===== src/rtl/btn_debouncer.sv =====
// btn_debouncer: debounces one raw push-button/switch input.
// A 2-flop synchronizer feeds a 4-state settle-timer FSM. The FSM drives a
// registered clean level and single-cycle rise/fall ticks.
module btn_debouncer #(
    parameter int DB_COUNT = 1_000_000,
    parameter int CW       = 20
) (
    input  logic clk,
    input  logic reset,
    input  logic sw,
    output logic db_level,
    output logic rise_tick,
    output logic fall_tick
);

    typedef enum logic [1:0] {
        ZERO  = 2'd0,
        WAIT1 = 2'd1,
        ONE   = 2'd2,
        WAIT0 = 2'd3
    } state_t;

    localparam logic [CW-1:0] CNT_LAST = CW'(DB_COUNT - 1);
    localparam logic [CW-1:0] CNT_INC  = CW'(1);

    logic          sync1, sync2, sw_s;
    state_t        state, state_n;
    logic [CW-1:0] cnt, cnt_n;
    logic          level_n, rise_n, fall_n;

    // Two-flop synchronizer for the asynchronous raw input.
    always_ff @(posedge clk) begin
        if (reset) begin
            sync1 <= 1'b0;
            sync2 <= 1'b0;
        end else begin
            sync1 <= sw;
            sync2 <= sync1;
        end
    end

    assign sw_s = sync2;

    // State, settle counter and registered outputs.
    always_ff @(posedge clk) begin
        if (reset) begin
            state     <= ZERO;
            cnt       <= '0;
            db_level  <= 1'b0;
            rise_tick <= 1'b0;
            fall_tick <= 1'b0;
        end else begin
            state     <= state_n;
            cnt       <= cnt_n;
            db_level  <= level_n;
            rise_tick <= rise_n;
            fall_tick <= fall_n;
        end
    end

    // Next-state logic: any opposite sample in a WAIT state aborts the wait.
    // The counter holds its value outside the WAIT states and stops at
    // CNT_LAST, so it never wraps.
    always_comb begin
        state_n = state;
        cnt_n   = cnt;
        rise_n  = 1'b0;
        fall_n  = 1'b0;
        case (state)
            ZERO: begin
                if (sw_s) begin
                    state_n = WAIT1;
                    cnt_n   = '0;
                end
            end
            WAIT1: begin
                if (!sw_s) begin
                    state_n = ZERO;
                end else if (cnt == CNT_LAST) begin
                    state_n = ONE;
                    rise_n  = 1'b1;
                end else begin
                    cnt_n = cnt + CNT_INC;
                end
            end
            ONE: begin
                if (!sw_s) begin
                    state_n = WAIT0;
                    cnt_n   = '0;
                end
            end
            WAIT0: begin
                if (sw_s) begin
                    state_n = ONE;
                end else if (cnt == CNT_LAST) begin
                    state_n = ZERO;
                    fall_n  = 1'b1;
                end else begin
                    cnt_n = cnt + CNT_INC;
                end
            end
            default: state_n = ZERO;
        endcase
        // The level is registered from the next state, so it changes on the
        // same edge as its tick.
        level_n = (state_n == ONE) || (state_n == WAIT0);
    end

endmodule

===== config.mk =====
export PLATFORM = sky130hd
export DESIGN_NAME = btn_debouncer
export DESIGN_NICKNAME = d
export VERILOG_FILES = /design/src/rtl/btn_debouncer.sv
export SDC_FILE = /design/constraint.sdc
export NUM_CORES = 1
export LEC_CHECK = 0
export BUFFER_PORTS_ARGS = -buffer_cell sky130_fd_sc_hd__buf_2
export CAP_MARGIN = 20
export CORE_MARGIN = 3
export CORE_UTILIZATION = 35
export CTS_CLUSTER_SIZE = 12
export DETAILED_ROUTE_END_ITERATION = 8
export GPL_ROUTABILITY_DRIVEN = 0
export PLACE_DENSITY = 0.54
export SLEW_MARGIN = 20
export SYNTH_ARGS = -nofsm -noshare
export SYNTH_HDL_FRONTEND = slang
export SYNTH_SLANG_ARGS = --single-unit

===== constraint.sdc =====
create_clock -name clk -period 3.9 [get_ports clk]
set_input_delay 0.585 -clock clk [delete_from_list [all_inputs] [get_ports clk]]
set_output_delay 0.585 -clock clk [all_outputs]
set_load 0.03 [all_outputs]

-- Yosys cells after proc, flatten, opt, wreduce, memory -nomap -nowiden
Index checks and enable logic that the tools add are counted.
W data, S select, Z words.
- register bits after elaboration: 27
- input port bits: 3
- output and inout bits: 3
- add/subtract/negate cells: 1
- equal/unequal tests: 10
- multiplexer cells: 14
- bitwise operators: 3
- reduce and logical (&&, ||, !) cells: 5
- operator list (cell ; number):
    $mux W20 ; 5
    $pmux W20 S4 ; 1
    $add A20 B1 Y20 const B ; 1
    $eq A20 B20 Y1 const B ; 1
    $mux W2 ; 6
    $eq A2 B2 Y1 const B ; 4
    $ne A2 B2 Y1 const B ; 4
    $pmux W2 S4 ; 1
    $reduce_or A3 Y1 ; 2
    $reduce_and A4 Y1 ; 1
    $not A1 Y1 ; 3
    $eq A2 B1 Y1 const B ; 1
    $logic_not A2 Y1 ; 1
    $logic_or A1 B1 Y1 ; 1
    $mux W1 ; 1

-- Depth between registers and ports, before layout
- depth in word-level cells: 6
- depth in mapped cells: 6

-- Least setup slack after synthesis
No wires, ideal clock.
- kind: reg2reg
- start point: register cnt[0]
- end point: register cnt[18]
- setup time: 0.073 ns
- arrival time: 1.768 ns
- slack: 2.058 ns
- stages on the path, launching flop included: 7
- period minus slack after synthesis: 1.842 ns
- path through: dfxtp_1 -> ha_1 -> nand3_1 -> or2_2 -> clkbuf_1 -> or4_1 -> a21oi_1
- word-level cells in the longest chain between the ends: 4
- elaborated cells on any way between the ends: 6
- those cells by class: add/sub: 1; eq/ne: 1; mux: 4
- RTL lines (element ; line ; RTL):
    start, declared ; 28 ; logic [CW-1:0] cnt, cnt_n;
    start signal, assigned ; 54 ; cnt <= cnt_n;
    $add A20 B1 Y20 / $eq A20 B20 Y1 (equally long branches) ; - ;
    $mux W20 * ; 79, 95 ;
    $mux W20 (on tied branches) ; 93, 77 ;
    $pmux W20 S4 * ; 69 ; case (state)
Mark *: on every way between the ends. The rest lies on a longest branch, timed or not. The select of a mux whose other input is x is not followed.
A chain may end at the register's enable or synchronous reset.

-- Final worst setup path
- start point: register sync2, in the netlist sw_s
- end point: register cnt[18]
- word-level cells in the longest chain between the ends: 2
- elaborated cells on any way between the ends: 5
- those cells by class: eq/ne: 4; reduce/logical: 1
- RTL lines (element ; line ; RTL):
    start, declared ; 26 ; logic sync1, sync2, sw_s;
    start signal, assigned ; 38 ; sync2 <= sync1;
    $ne A2 B2 Y1 (no source line) ; - ;
    $reduce_and A4 Y1 (no source line) * ; - ;
Mark *: on every way between the ends. The rest lies on a longest branch, timed or not.

==> results by stage <==
Placement:
- The number of buffer cells added on primary ports is 5.
- The area of placed instances is roughly 1400 um2.
- The placed instance count is roughly 200.
- Summed over all nets, the half-perimeter wirelength after detailed placement is around 2300 um.

Clocking:
- Buffers inserted during clock tree synthesis total 3.
- In this run the deepest clock path goes through 2 buffers.
- At the later pin of the worst-skew pair, clock insertion delay measures 0.28 ns.
- The post-CTS clock slew at the launch and capture registers of the worst setup and hold paths is 0.10 ns.
- The root buffer cell chosen for the clock tree is clkbuf_8.
- The TritonCTS sink count is 27.
- The buffer count from post-CTS setup fixing is 0.
- The number of resized instances in the post-cts repair step is 0.
- The CTS H-tree depth is 1.
- Buffers inserted to repair hold after CTS numbered 0.
- TritonCTS built the clock tree.

Global route:
- The total routing resource utilization after global routing is 0.159.
- The number of global-route vias before repair is approximately 1200.
- Entering global routing, the biggest net connects 17 pins.
- The initial antenna violation count is 0.
- The wire length of the first global-routing pass is between 5000 and 6000 um.
- The total overflow left after global routing is 0.

STA:
- The transition time at the pin with the least slew margin is 0.747 ns.
- Setup repair after global routing left no endpoint under its margin.
- The largest clock skew in the final design is between 0.009 and 0.01 ns.
- In this run the tightest slew margin relative to its limit is 0.499.
- The share of the cycle needed by the critical path after routing is 0.536.
- The final number of max-transition violations is 0.
- The final critical-path required period is ~2.1 ns.
- The final setup violation count is 0.
- Adding up every negative setup slack in the final design gives 0 ns.
- The maximum clock rate is 479 MHz.
- The final number of hold-violating endpoints is 0.

Die:
- 6 I/O pins were placed.
- The number of placement rows is 22.
- The initial core utilization is 0.368.
- The horizontal die dimension is about 69 um.
- The region available for standard cell placement spans 3720 um2.
- The die area is roughly 4700 um2.
- The height of the die is slightly below 70 um.

Final layout:
- The count of nets after finishing is 165.
- The final standard cell count with taps included and fillers excluded is 208.
- The sequential cells in the finished layout cover a total of about 540 um2.
- In the final layout, the multi-input gates occupy roughly 780 um2.
- The layout cell share with drive strength beyond 1 is 0.0625.
- The design area is 1470 um2.
- Counting the fill cells in the layout gives ~390.
- The antenna cell count is 0.
- From synthesis to final layout, the design area changed by 7.23%.
- Once layout is complete, the utilization of the core stands at 0.395.

Power:
- The highest ir drop seen on vdd is between 200 and 250 uV.
- In this run the power density over the cells is about 310 nW/um2.
- The analysis attributes to cell leakage a power of 0.432 nW.

Hold path:
- The worst hold path endpoint is sw_s$_SDFF_PP0_.
- The source of the worst hold timing path is sync1$_SDFF_PP0_.
- The class of the worst hold path is flop to flop.
- The instance count along the most critical hold path is 1.

Critical path:
- For this design, the slowest cell found on the critical path is or4_1.
- The cell depth of the worst flop-to-flop path is 4.
- Of all nets on the critical path, the largest fanout is 15.
- STA classifies the critical path startpoint as a flop.
- The most common cell type on the critical path is or4_1.
- The worst setup path is of the flop to flop kind.
- The launch instance of the worst register-to-register path is sw_s$_SDFF_PP0_.
- The arrival time of data at the critical path endpoint is around 2.3 ns.
- The worst register-to-register path ends at cnt[18]$_SDFFE_PP0P_.
- The element type at the critical path end is a flop.
- At the worst endpoint, the required time is between 4 and 5 ns.
- Traced cell by cell, the critical path runs through xnor2_2 > or4_1 > or4_1 > a21oi_1.
- On the worst path, the slowest cell contributes a delay of roughly 0.7 ns.
- The slack of the worst reg-to-reg path is ~1.8 ns.

Logic synthesis:
- For this run, the number of Yosys warnings is 0.
- Yosys mapped the design onto 42 distinct sky130hd cell types.
- The mean instance size in the synthesized netlist is 8.49 um2.
- The number of nets in the synthesized netlist is approximately 170.
- The share of the Yosys chip area taken by registers is 0.395.
- Summing every instance area after synthesis gives 1370 um2.
- The number of storage elements in the synthesis netlist is 27.
- dfxtp_1 takes more of the synthesized area than any other cell.
- After synthesis, the cell types taking the most area are dfxtp_1 40%, a21oi_1 4.8%, or4_1 4.4%, nand3_1 4.0%, o31ai_1 3.8%.
- The share of synthesized area in the top cell type comes to 0.395.
- The cell count after synthesis came out at ~160.

Routing:
- The total wirelength of the detailed-routed design is ~3300 um.
- The initial DRC count is a little over 90.
- The routed layout has 1296 vias.
- The post-detailed-route count of antenna-violating nets is 0.
- The residual DRC count is 0.
- The number of detailed-routing iterations run before antenna repair is 4.
- Dividing the detail-routed via count by the number of cells gives roughly 6.2.
- The routed length per placed instance is 15.7 um.

Status:
- The run finished with clean final reports.

Job:
- The count of maximum capacitance violations is 0.
[area by class of cell]
type                    count  share of cell area
clock buffers               4              0.0307
inverters                   4              0.0102
multi-input cells         120               0.532
flip-flops and latches     27               0.369
well taps                  48              0.0410
repair buffers              5              0.0171
[through the flow]
| step | power (mW) | setup WS (ns) | hold WS (ns) |
|---|---|---|---|
| 2_1_floorplan | 0.296 | 2.06 | 0.414 |
| 3_3_place_gp | 0.300 | 1.84 | 0.429 |
| 3_5_place_dp | 0.301 | 1.71 | 0.450 |
| 4_1_cts | 0.462 | 1.68 | 0.466 |
| 5_1_grt | 0.472 | 1.64 | 0.470 |
| 6_report | 0.457 | 1.81 | 0.462 |
[routing by layer]
layer / wire, um / vias to the layer above / part of all wire / global-route usage
met5: 0 / - / 0 / 0
met2: 1590 / 32 / 0.49 / 0.247
li1: - / 629 / - / -
met4: 13 / 0 / 0.0040 / 0.0397
met1: 1540 / 633 / 0.47 / 0.222
met3: 126 / 2 / 0.039 / 0.0340
[power breakdown]
part           total [mW]  switching, mW  internal, mW
combinational      0.0162         0.0121       0.00415
sequential          0.279        0.00205         0.277
clock               0.162         0.0887        0.0733
[worst max-delay path: cells and delay by family (launching register included)]
kind | cells | cell delay, ns
AOI/OAI and AO/OA | 1 | 0.17
xor gates and xnor gates | 1 | 0.25
DFF | 1 | 0.44
and+or+nand+nor | 2 | 1.15
[Yosys cell counts]
cell type,n
a211o_1,1
a211oi_1,1
a21o_1,1
a21oi_1,13
a32o_1,4
a41oi_1,1
and2_1,2
and3_1,2
and4_1,1
clkbuf_1,9
clkbuf_2,1
dfxtp_1,27
ha_1,1
inv_1,4
mux2i_1,1
nand2_1,11
nand3_1,11
nand3b_1,2
nand4_1,7
nand4b_1,1
nand4bb_1,1
nor2_1,4
nor2b_1,2
nor3_1,3
nor3b_1,1
nor4_1,5
nor4b_1,4
nor4bb_1,2
o2111ai_1,1
o211a_1,1
o211ai_1,1
o21a_1,1
o21ai_0,7
o21ai_1,1
o2bb2ai_1,1
o31ai_1,7
or2_1,1
or2_2,1
or3_1,4
or4_1,8
xnor2_1,2
xor2_1,2
[state kept, by name, summed over array words and instances (netlist names)]
| name | cells |
|---|---|
| cnt | 20 |
| sw_s | 1 |
| sync1 | 1 |
| fall_tick | 1 |
| state | 2 |
| db_level | 1 |
| rise_tick | 1 |
[placed cells by master, fill, tap and decap left out, types with 3 or more instances in the layout]
master,netlist,layout
a21oi_1,13,13
nand4_1,7,7
buf_2,0,5
or4_1,8,8
nand2_1,11,11
clkbuf_8,0,3
inv_1,4,4
o31ai_1,7,7
nor3_1,3,3
nor4b_1,4,4
a32o_1,4,4
nor2_1,4,4
nor4_1,5,5
or3_1,4,4
o21ai_0,7,7
dfxtp_1,27,27
nand3_1,11,11
[logic make-up (layout without fill, tap and decap cells)]
logic type      Yosys count  count (layout)  synth area share
simple gates             73              73             0.324
xor+xnor                  4               4            0.0256
mux                       1               1           0.00732
buf+inv                  14              13            0.0393
flops                    27              27             0.395
compound gates           41              41             0.199
fa+ha+maj                 1               1           0.00915
[worst max-delay path by stage]
stage                   startpoint              endpoint  slack (ns)  cells after the start
2_1_floorplan  cnt[0]$_SDFFE_PP0P_  cnt[18]$_SDFFE_PP0P_        2.06                      6
3_5_place_dp       sw_s$_SDFF_PP0_  cnt[18]$_SDFFE_PP0P_        1.71                      4
5_1_grt        cnt[0]$_SDFFE_PP0P_  fall_tick$_SDFF_PP0_        1.64                      5
3_3_place_gp       sw_s$_SDFF_PP0_  cnt[19]$_SDFFE_PP0P_        1.84                      4
4_1_cts            sw_s$_SDFF_PP0_  cnt[18]$_SDFFE_PP0P_        1.68                      4
6_report           sw_s$_SDFF_PP0_  cnt[18]$_SDFFE_PP0P_        1.81                      4
Power figures use the tool's default switching activity.
